[src/rtl/pipe_hazard_ctrl_pkg.sv]
// ============================================================================
// Module   : pipe_hazard_ctrl_pkg
// Brief    : Shared state encoding and sizing helper for the hazard controller.
// Revision : 1.0 - initial release
// ============================================================================
`default_nettype none

package pipe_hazard_ctrl_pkg;

   typedef enum logic [1:0] {
      ST_INIT     = 2'd0,
      ST_RUN      = 2'd1,
      ST_MDU_WAIT = 2'd2
   } ctrl_state_t;

   // Wait-counter width; a disabled timeout (0) still needs a 1-bit counter.
   function automatic int cnt_width(input int timeout);
      return (timeout < 1) ? 1 : $clog2(timeout + 1);
   endfunction

endpackage

`default_nettype wire

[src/rtl/pipe_hazard_ctrl_hazard_detect.sv]
// ============================================================================
// Module   : hazard_detect
// Brief    : Load-use comparator between the load in E and the sources in D.
// Revision : 1.0 - initial release
// ============================================================================
`default_nettype none

module hazard_detect (
   input  logic [4:0] rs1D,
   input  logic [4:0] rs2D,
   input  logic       use_rs1D,
   input  logic       use_rs2D,
   input  logic [4:0] rdE,
   input  logic       MemReadE,
   output logic       lu
);

   logic w_match1;
   logic w_match2;

   assign w_match1 = use_rs1D && (rs1D == rdE);
   assign w_match2 = use_rs2D && (rs2D == rdE);
   // x0 is hard-wired zero, so a load targeting it never creates a dependency.
   assign lu       = MemReadE && (rdE != 5'd0) && (w_match1 || w_match2);

endmodule

`default_nettype wire

[src/rtl/pipe_hazard_ctrl.sv]
// ============================================================================
// Module   : pipe_hazard_ctrl
// Brief    : Stall/flush sequencing for load-use, EX redirect and MDU waits.
//            Optional macro HAZARD_PERF_EN adds three 32-bit event counters.
// Revision : 1.0 - initial release
// ============================================================================
`default_nettype none

module pipe_hazard_ctrl
   import pipe_hazard_ctrl_pkg::*;
#(
   parameter int MDU_TIMEOUT = 64
) (
   input  logic        clk,
   input  logic        rst,
   input  logic [4:0]  rs1D,
   input  logic [4:0]  rs2D,
   input  logic        use_rs1D,
   input  logic        use_rs2D,
   input  logic [4:0]  rdE,
   input  logic        MemReadE,
   input  logic        redirectE,
   input  logic        mdu_startE,
   input  logic        mdu_done,
   output logic        stallF,
   output logic        stallD,
   output logic        stallE,
   output logic        flushD,
   output logic        flushE,
   output logic        flushM,
   output logic        mdu_busy,
   output logic        mdu_timeout
`ifdef HAZARD_PERF_EN
   ,
   output logic [31:0] lu_stall_cnt,
   output logic [31:0] mdu_stall_cnt,
   output logic [31:0] redirect_cnt
`endif
);

   localparam int                 c_CNT_W    = cnt_width(MDU_TIMEOUT);
   localparam logic [c_CNT_W-1:0] c_CNT_LAST = c_CNT_W'(MDU_TIMEOUT - 1);

   ctrl_state_t        r_state;
   ctrl_state_t        w_state_next;
   logic [c_CNT_W-1:0] r_cnt;
   logic [c_CNT_W-1:0] w_cnt_next;
   logic               w_lu;

   hazard_detect u_hazard_detect (
      .rs1D     (rs1D),
      .rs2D     (rs2D),
      .use_rs1D (use_rs1D),
      .use_rs2D (use_rs2D),
      .rdE      (rdE),
      .MemReadE (MemReadE),
      .lu       (w_lu)
   );

   always_ff @(posedge clk) begin
      if (rst) begin
         r_state <= ST_INIT;
         r_cnt   <= '0;
      end else begin
         r_state <= w_state_next;
         r_cnt   <= w_cnt_next;
      end
   end

   always_comb begin
      w_state_next = r_state;
      w_cnt_next   = r_cnt;
      stallF       = 1'b0;
      stallD       = 1'b0;
      stallE       = 1'b0;
      flushD       = 1'b0;
      flushE       = 1'b0;
      flushM       = 1'b0;
      mdu_busy     = 1'b0;
      mdu_timeout  = 1'b0;

      case (r_state)
         ST_INIT: begin
            stallF       = 1'b1;
            flushD       = 1'b1;
            flushE       = 1'b1;
            flushM       = 1'b1;
            w_state_next = ST_RUN;
         end
         ST_RUN: begin
            if (redirectE) begin
               flushD = 1'b1;
               flushE = 1'b1;
            end else begin
               if (w_lu) begin
                  stallF = 1'b1;
                  stallD = 1'b1;
                  flushE = 1'b1;
               end
               if (mdu_startE) begin
                  w_state_next = ST_MDU_WAIT;
                  w_cnt_next   = '0;
               end
            end
         end
         ST_MDU_WAIT: begin
            mdu_busy = 1'b1;
            // Done and timeout both release in the same cycle; EX/MEM captures the result.
            if (mdu_done) begin
               w_state_next = ST_RUN;
            end else if ((MDU_TIMEOUT != 0) && (r_cnt == c_CNT_LAST)) begin
               mdu_timeout  = 1'b1;
               w_state_next = ST_RUN;
            end else begin
               stallF     = 1'b1;
               stallD     = 1'b1;
               stallE     = 1'b1;
               flushM     = 1'b1;
               w_cnt_next = r_cnt + 1'b1;
            end
         end
         default: begin
            w_state_next = ST_INIT;
         end
      endcase

      // Reset forces the INIT output pattern regardless of the current state.
      if (rst) begin
         stallF      = 1'b1;
         stallD      = 1'b0;
         stallE      = 1'b0;
         flushD      = 1'b1;
         flushE      = 1'b1;
         flushM      = 1'b1;
         mdu_busy    = 1'b0;
         mdu_timeout = 1'b0;
      end
   end

`ifdef HAZARD_PERF_EN
   logic w_lu_applied;
   logic w_redir_applied;
   logic w_wait_cycle;

   assign w_redir_applied = (r_state == ST_RUN) && redirectE;
   assign w_lu_applied    = (r_state == ST_RUN) && !redirectE && w_lu;
   assign w_wait_cycle    = (r_state == ST_MDU_WAIT);

   always_ff @(posedge clk) begin
      if (rst) begin
         lu_stall_cnt  <= '0;
         mdu_stall_cnt <= '0;
         redirect_cnt  <= '0;
      end else begin
         if (w_lu_applied)    lu_stall_cnt  <= lu_stall_cnt + 32'd1;
         if (w_wait_cycle)    mdu_stall_cnt <= mdu_stall_cnt + 32'd1;
         if (w_redir_applied) redirect_cnt  <= redirect_cnt + 32'd1;
      end
   end
`endif

endmodule

`default_nettype wire

[config.mk]
export PLATFORM = sky130hd
export DESIGN_NAME = pipe_hazard_ctrl
export DESIGN_NICKNAME = d
export VERILOG_FILES = /design/src/rtl/pipe_hazard_ctrl_pkg.sv /design/src/rtl/pipe_hazard_ctrl_hazard_detect.sv /design/src/rtl/pipe_hazard_ctrl.sv
export SDC_FILE = /design/constraint.sdc
export NUM_CORES = 1
export LEC_CHECK = 0
export CAP_MARGIN = 5
export CORE_MARGIN = 2
export CORE_UTILIZATION = 42
export DETAILED_ROUTE_END_ITERATION = 16
export GPL_ROUTABILITY_DRIVEN = 1
export PLACE_DENSITY = 0.78
export SYNTH_ARGS = -nofsm -noshare
export SYNTH_HDL_FRONTEND = slang
export SYNTH_HIERARCHICAL = 1
export SYNTH_SLANG_ARGS = --single-unit
[constraint.sdc]
create_clock -name clk -period 2.6 [get_ports clk]
set_clock_uncertainty 0.15 [all_clocks]
set_input_delay 0.39 -clock clk [delete_from_list [all_inputs] [get_ports clk]]
set_output_delay 0.39 -clock clk [all_outputs]
set_load 0.03 [all_outputs]
==> impl_metrics.yaml, run 1 <==
worst_setup_path:
  path_class: "input port to output pin"
  reg2reg_from: "r_cnt[0]$_SDFFE_PP0P_"
  cp_data_required_time_ns: 2.06
  crit_path_max_fanout: 3
  rr_worst_depth: 5
  critPathArrivalTime_ns: 2.02
  critPathLaunchType: "input port"
  cp-end-kind: "output pin"
  r2r-end: "r_cnt[1]$_SDFFE_PP0P_"
  rrSetupSlack_ns: 0.83
hold_path:
  min-delay-start: "r_cnt[6]$_SDFFE_PP0P_"
  hold_path_depth: 2
  min_to: "r_cnt[6]$_SDFFE_PP0P_"
  min_path_type: "flop to flop"
detailed_routing:
  drtIter0Drc: 27
  drt_wl_total_um: 2050
  wl_per_cell_um: 13.1
  route.detailed.drc: 0
  firstDrtPassIters: 4
  num_vias: 836
  drt.antenna.violating_nets: 0
  dr_wl_met3_um: 103
  wl_met1_um: 910
  met2_length_um: 1010
  vias_per_cell: 5.32
  topRoutingLayerUsed: "met4"
clocking:
  clk_pin_slew_ns: 0.06
  clk-insertion-delay-late_ns: 0.27
  cts_buffer_depth: 2
  ctsHtreeMaxLevel: 1
  cts_sinks: 9
  cts_hold_buf: 0
  numCtsBuffers: 3
  cts_root_buffer: "clkbuf_4"
  cts_tree: "yes"
layout:
  final_cell_mix: "13 x buf_4, 10 x dlygate4sd2_1, 9 x clkdlybuf4s50_1, 9 x dfxtp_1"
  num_antenna_cells: 0
  seqCellArea_um2: 180
  nFillCells: 154
  utilization_pct: 65.8
  finalNonFillerCells: 157
  area_growth_pct: 46.2
  drive_gt1_share_pct: 22.7
  multi_input_area_um2: 586
  mostFrequentLayoutCell: "buf_4"
  final_nets: 161
die:
  dieWidth_um: 47.3
  rows: 15
  ios: 31
  die-area_um2: 2230
  die_y_um: 47.3
  core-area_um2: 1750
  start_util_pct: 45.0
power:
  p_leak_nw: 0.447
  p_per_area_nw_per_um2: 585
  vdd_ir_drop_max_mv: 0.452
yosys:
  yosys_warnings: 6
  avgSynthCellArea_um2: 8.27
  ys_ff_latch: 9
  synth-async-reset-ratio_pct: 0
  synthCells: 95
  ys_seq_area_share_pct: 22.9
  netlist_area_um2: 786
  synth_flop_cell: "dfxtp_1"
  synth_edf_count: 0
  synth_nets: 123
  synth_cell_types: 38
status:
  status: "finished clean"
grt:
  antenna_found_initial: 0
  grt_pass1_wl_um: 3110
  grt.total_usage_pct: 19.9
  grt_pass1_vias: 728
  grt_max_degree: 12
  grt_overflow: 0
timing:
  tightest_slew_ns: 0.416
  setup-violations-final: 0
  period_share_pct: 98.4
  fmax_mhz: 391
  hold_viol: 0
  slew_violations: 0
  min_period_ns: 2.56
  slew_headroom_pct: 72.2
placed_design:
  dp_hpwl_um: 1610
  gp_congestion: 0.904
  portBuffers: 30
  place_inst: 152
run:
  drv_cap: 0
## cell families after synthesis
| kind of cell | Yosys count | synth area share (%) |
|---|---|---|
| AND/OR/NAND/NOR | 41 | 30.6 |
| AO/OA/AOI/OAI | 22 | 23.4 |
| XOR/XNOR | 10 | 11.1 |
| flip-flops | 9 | 22.9 |
| buffers and inverters | 8 | 3.98 |
| adder cells (fa/ha/maj) | 5 | 7.96 |
## registers in the layout (all words and copies together), names as in the netlist
signal   count
r_cnt        7
r_state      2
## layout make-up
| type | count | share of cell area [%] |
|---|---|---|
| clock buffers | 4 | 2.29 |
| inverters | 6 | 1.96 |
| multi-input cells | 78 | 51.0 |
| flip-flops and latches | 9 | 15.7 |
| well taps | 25 | 2.72 |
| repair buffers | 35 | 26.4 |
## cell usage after synthesis (all sizes together), types with 2 or more instances
master   instances  share of area (%)
nor2             5                2.4
dfxtp            9                 23
nand2            8                3.8
nand2b           7                5.6
ha               5                8.0
a41oi            2                2.2
buf              2                1.1
xnor2            2                2.2
o2bb2ai          2                2.2
a21oi            6                4.3
xor2             8                8.9
nand3            8                5.1
nor4             2                2.4
inv              6                2.9
o21ai            4                3.0
nor3             2                1.9
nor2b            2                1.6
o32ai            2                3.2
## report_power, final
group,leakage [nW],internal [W],switching [W]
Combinational,0.359,0.000160,0.000230
Clock,0.0150,0.0000594,0.0000524
Sequential,0.0730,0.000153,0.0000168
## per-stage QoR
step | total power (W) | cell area (um2) | worst slack [ns] | setup TNS, ns | hold slack [ns]
2_1_floorplan | 0.000433 | 786 | 0.316 | 0 | 0.273
3_3_place_gp | 0.000555 | 1120 | -0.148 | -0.322 | 0.293
3_5_place_dp | 0.000561 | 1120 | -0.189 | -0.368 | 0.300
4_1_cts | 0.000667 | 1140 | 0.00615 | 0 | 0.307
5_1_grt | 0.000720 | 1150 | -0.0664 | -0.0781 | 0.318
6_report | 0.000672 | 1150 | 0.0409 | 0 | 0.301
## per-layer routing
metal,vias up,global-route usage (%)
met5,-,0
met4,0,7.22
met3,4,4.62
met2,28,31.1
met1,383,26.4
li1,421,-
## timing repair
item	4_1_cts	5_1_grt
pin swaps	7	7
cloned	0	0
endpoints found under the setup margin	3	3
setup buffers	1	0
resized for setup	13	7
## worst max-delay path, stage by stage
cell           delay, ns
dlygate4sd2_1       0.27
xor2_1              0.19
nor4_2              0.24
nand3_1             0.13
a21oi_2             0.17
nand2_2             0.08
o21a_4              0.21
nor3b_2             0.16
buf_4               0.18
## how the worst max path moves through the flow
stage          depth (start not counted)      to                     from
2_1_floorplan                          5  stallD    r_cnt[0]$_SDFFE_PP0P_
3_3_place_gp                           9  stallD                   rdE[0]
3_5_place_dp                           9  stallD                   rdE[0]
4_1_cts                                7  stallD  r_state[0]$_SDFFE_PP0P_
5_1_grt                                9  stallD                   rdE[0]
6_report                               9  stallD                   rdE[0]
(Power assumes the default switching activity.)
==> run 2, diff against run 1 <==
- CORE_UTILIZATION: 42 -> 60
- DONT_BUFFER_PORTS: unset -> 1
- PLACE_DENSITY: 0.78 -> 0.76
- RECOVER_POWER: unset -> 50
==> impl_metrics.yaml, run 2 (synthesis results as in run 1) <==
clocking:
  clk_pin_slew_ns: 0.06
  cts_hold_buf: 0
  cts_sinks: 9
  cts_root_buffer: "clkbuf_4"
  post-cts-setup-buffer-count: 0
  cts_buffer_depth: 2
  cts_tree: "yes"
  cts_resized: 0
  ctsHtreeMaxLevel: 1
  clk-insertion-delay-late_ns: 0.27
  numCtsBuffers: 3
grt:
  grt_max_degree: 15
  grt_overflow: 0
  antenna_found_initial: 0
  grt_pass1_wl_um: 2730
  grt.total_usage_pct: 25.4
  grt_pass1_vias: 656
placed_design:
  dp_slack_ns: 0.351
  dp_hpwl_um: 1360
  place_inst: 112
  gp_congestion: 0.776
  portBuffers: 0
layout:
  nFillCells: 114
  utilization_pct: 66.3
  num_antenna_cells: 0
  final_cell_mix: "9 x dfxtp_1, 8 x nand3_1, 8 x nand2_1, 8 x xor2_1, 7 x nand2b_1"
  largest_register_ff_count: 7
  final_nets: 130
  drive_gt1_share_pct: 13.9
  finalNonFillerCells: 116
  top_register: "r_cnt"
  reg_top3: "r_cnt x7, r_state x2"
  area_growth_pct: 7.01
  mostFrequentLayoutCell: "dfxtp_1"
power:
  p_leak_nw: 0.295
  p_total_w: 0.000599
  vdd_ir_drop_max_mv: 0.389
  p_per_area_nw_per_um2: 713
die:
  core-area_um2: 1270
  die_y_um: 40.2
  die-area_um2: 1620
  rows: 13
  dieWidth_um: 40.2
  ios: 31
  start_util_pct: 61.9
detailed_routing:
  wl_per_cell_um: 15.1
  route.detailed.drc: 0
  drt.antenna.violating_nets: 0
  firstDrtPassIters: 4
  vias_per_cell: 6.15
  drtIter0Drc: 11
  num_vias: 713
  drt_wl_total_um: 1750
worst_setup_path:
  rrSetupSlack_ns: 0.63
  critPathArrivalTime_ns: 1.97
  critPathLaunchType: "flop"
  crit_path_max_fanout: 7
  cp-end-kind: "output pin"
  cp_data_required_time_ns: 2.06
  path_class: "flop to output pin"
timing:
  hold_viol: 0
  setup-violations-final: 0
  slew_violations: 0
  slew_headroom_pct: 71.0
  setup-tns-final_ns: 0
  min_period_ns: 2.51
  period_share_pct: 96.6
  fmax_mhz: 398
  rsz0062_at_grt: "false"
  tightest_slew_ns: 0.434
  worst_slack_ns: 0.0876
hold_path:
  min_path_type: "input port to flop"
run:
  drv_cap: 0
status:
  status: "finished clean"
run 2: changes by cell type in the layout (fill, tap and decap cells not counted), sizes merged:
cell and change:
dlymetal6s2s -1, dlygate4sd2 -10, buf -10, clkdlybuf4s15 -1
clkdlybuf4s50 -9
run 2: critical path, stage by stage (launching register included):
cell     delay (ns)
dfxtp_1        0.33
ha_1           0.24
and4b_4        0.22
a311o_4        0.44
o21a_4         0.14
a21oi_2        0.34
run 2: cell type report:
type	count	area, um2	area share, %
multi-input combinational	78	567	67.4
sequential	9	180	21.4
clock buffer	4	26.3	3.13
timing repair buffer	4	26.3	3.13
inverter	6	22.5	2.68
tap	15	18.8	2.23
run 2: metrics by stage:
step                      cell area [um2]  hold slack [ns]
after global placement                826            0.289
after global routing                  841           0.0261
after floorplan                       786            0.273
after CTS                             852           0.0310
final                                 841           0.0325
after detailed placement              826            0.309
run 2: worst paths after layout:
path / startpoint / cells past startpoint / to
setup / recovery: r_cnt[0]$_SDFFE_PP0P_ / 5 / stallF
hold / removal: rst / 1 / r_state[1]$_SDFFE_PP0P_
setup reg to reg: r_state[0]$_SDFFE_PP0P_ / 7 / r_cnt[1]$_SDFFE_PP0P_
hold reg to reg: r_cnt[6]$_SDFFE_PP0P_ / 2 / r_cnt[6]$_SDFFE_PP0P_
run 2: power breakdown:
group          internal (W)  switching (W)  total, W
Clock             0.0000595      0.0000569  0.000116
Sequential         0.000153      0.0000167  0.000170
Combinational      0.000105       0.000208  0.000313
Total              0.000318       0.000282  0.000599
run 2: per-layer routing:
metal,track usage (%),wire length [um],up-vias
met5,0,0,-
met4,12.5,36,0
met3,5.56,77,4
met2,41.1,889,25
li1,-,-,356
met1,31.6,750,328
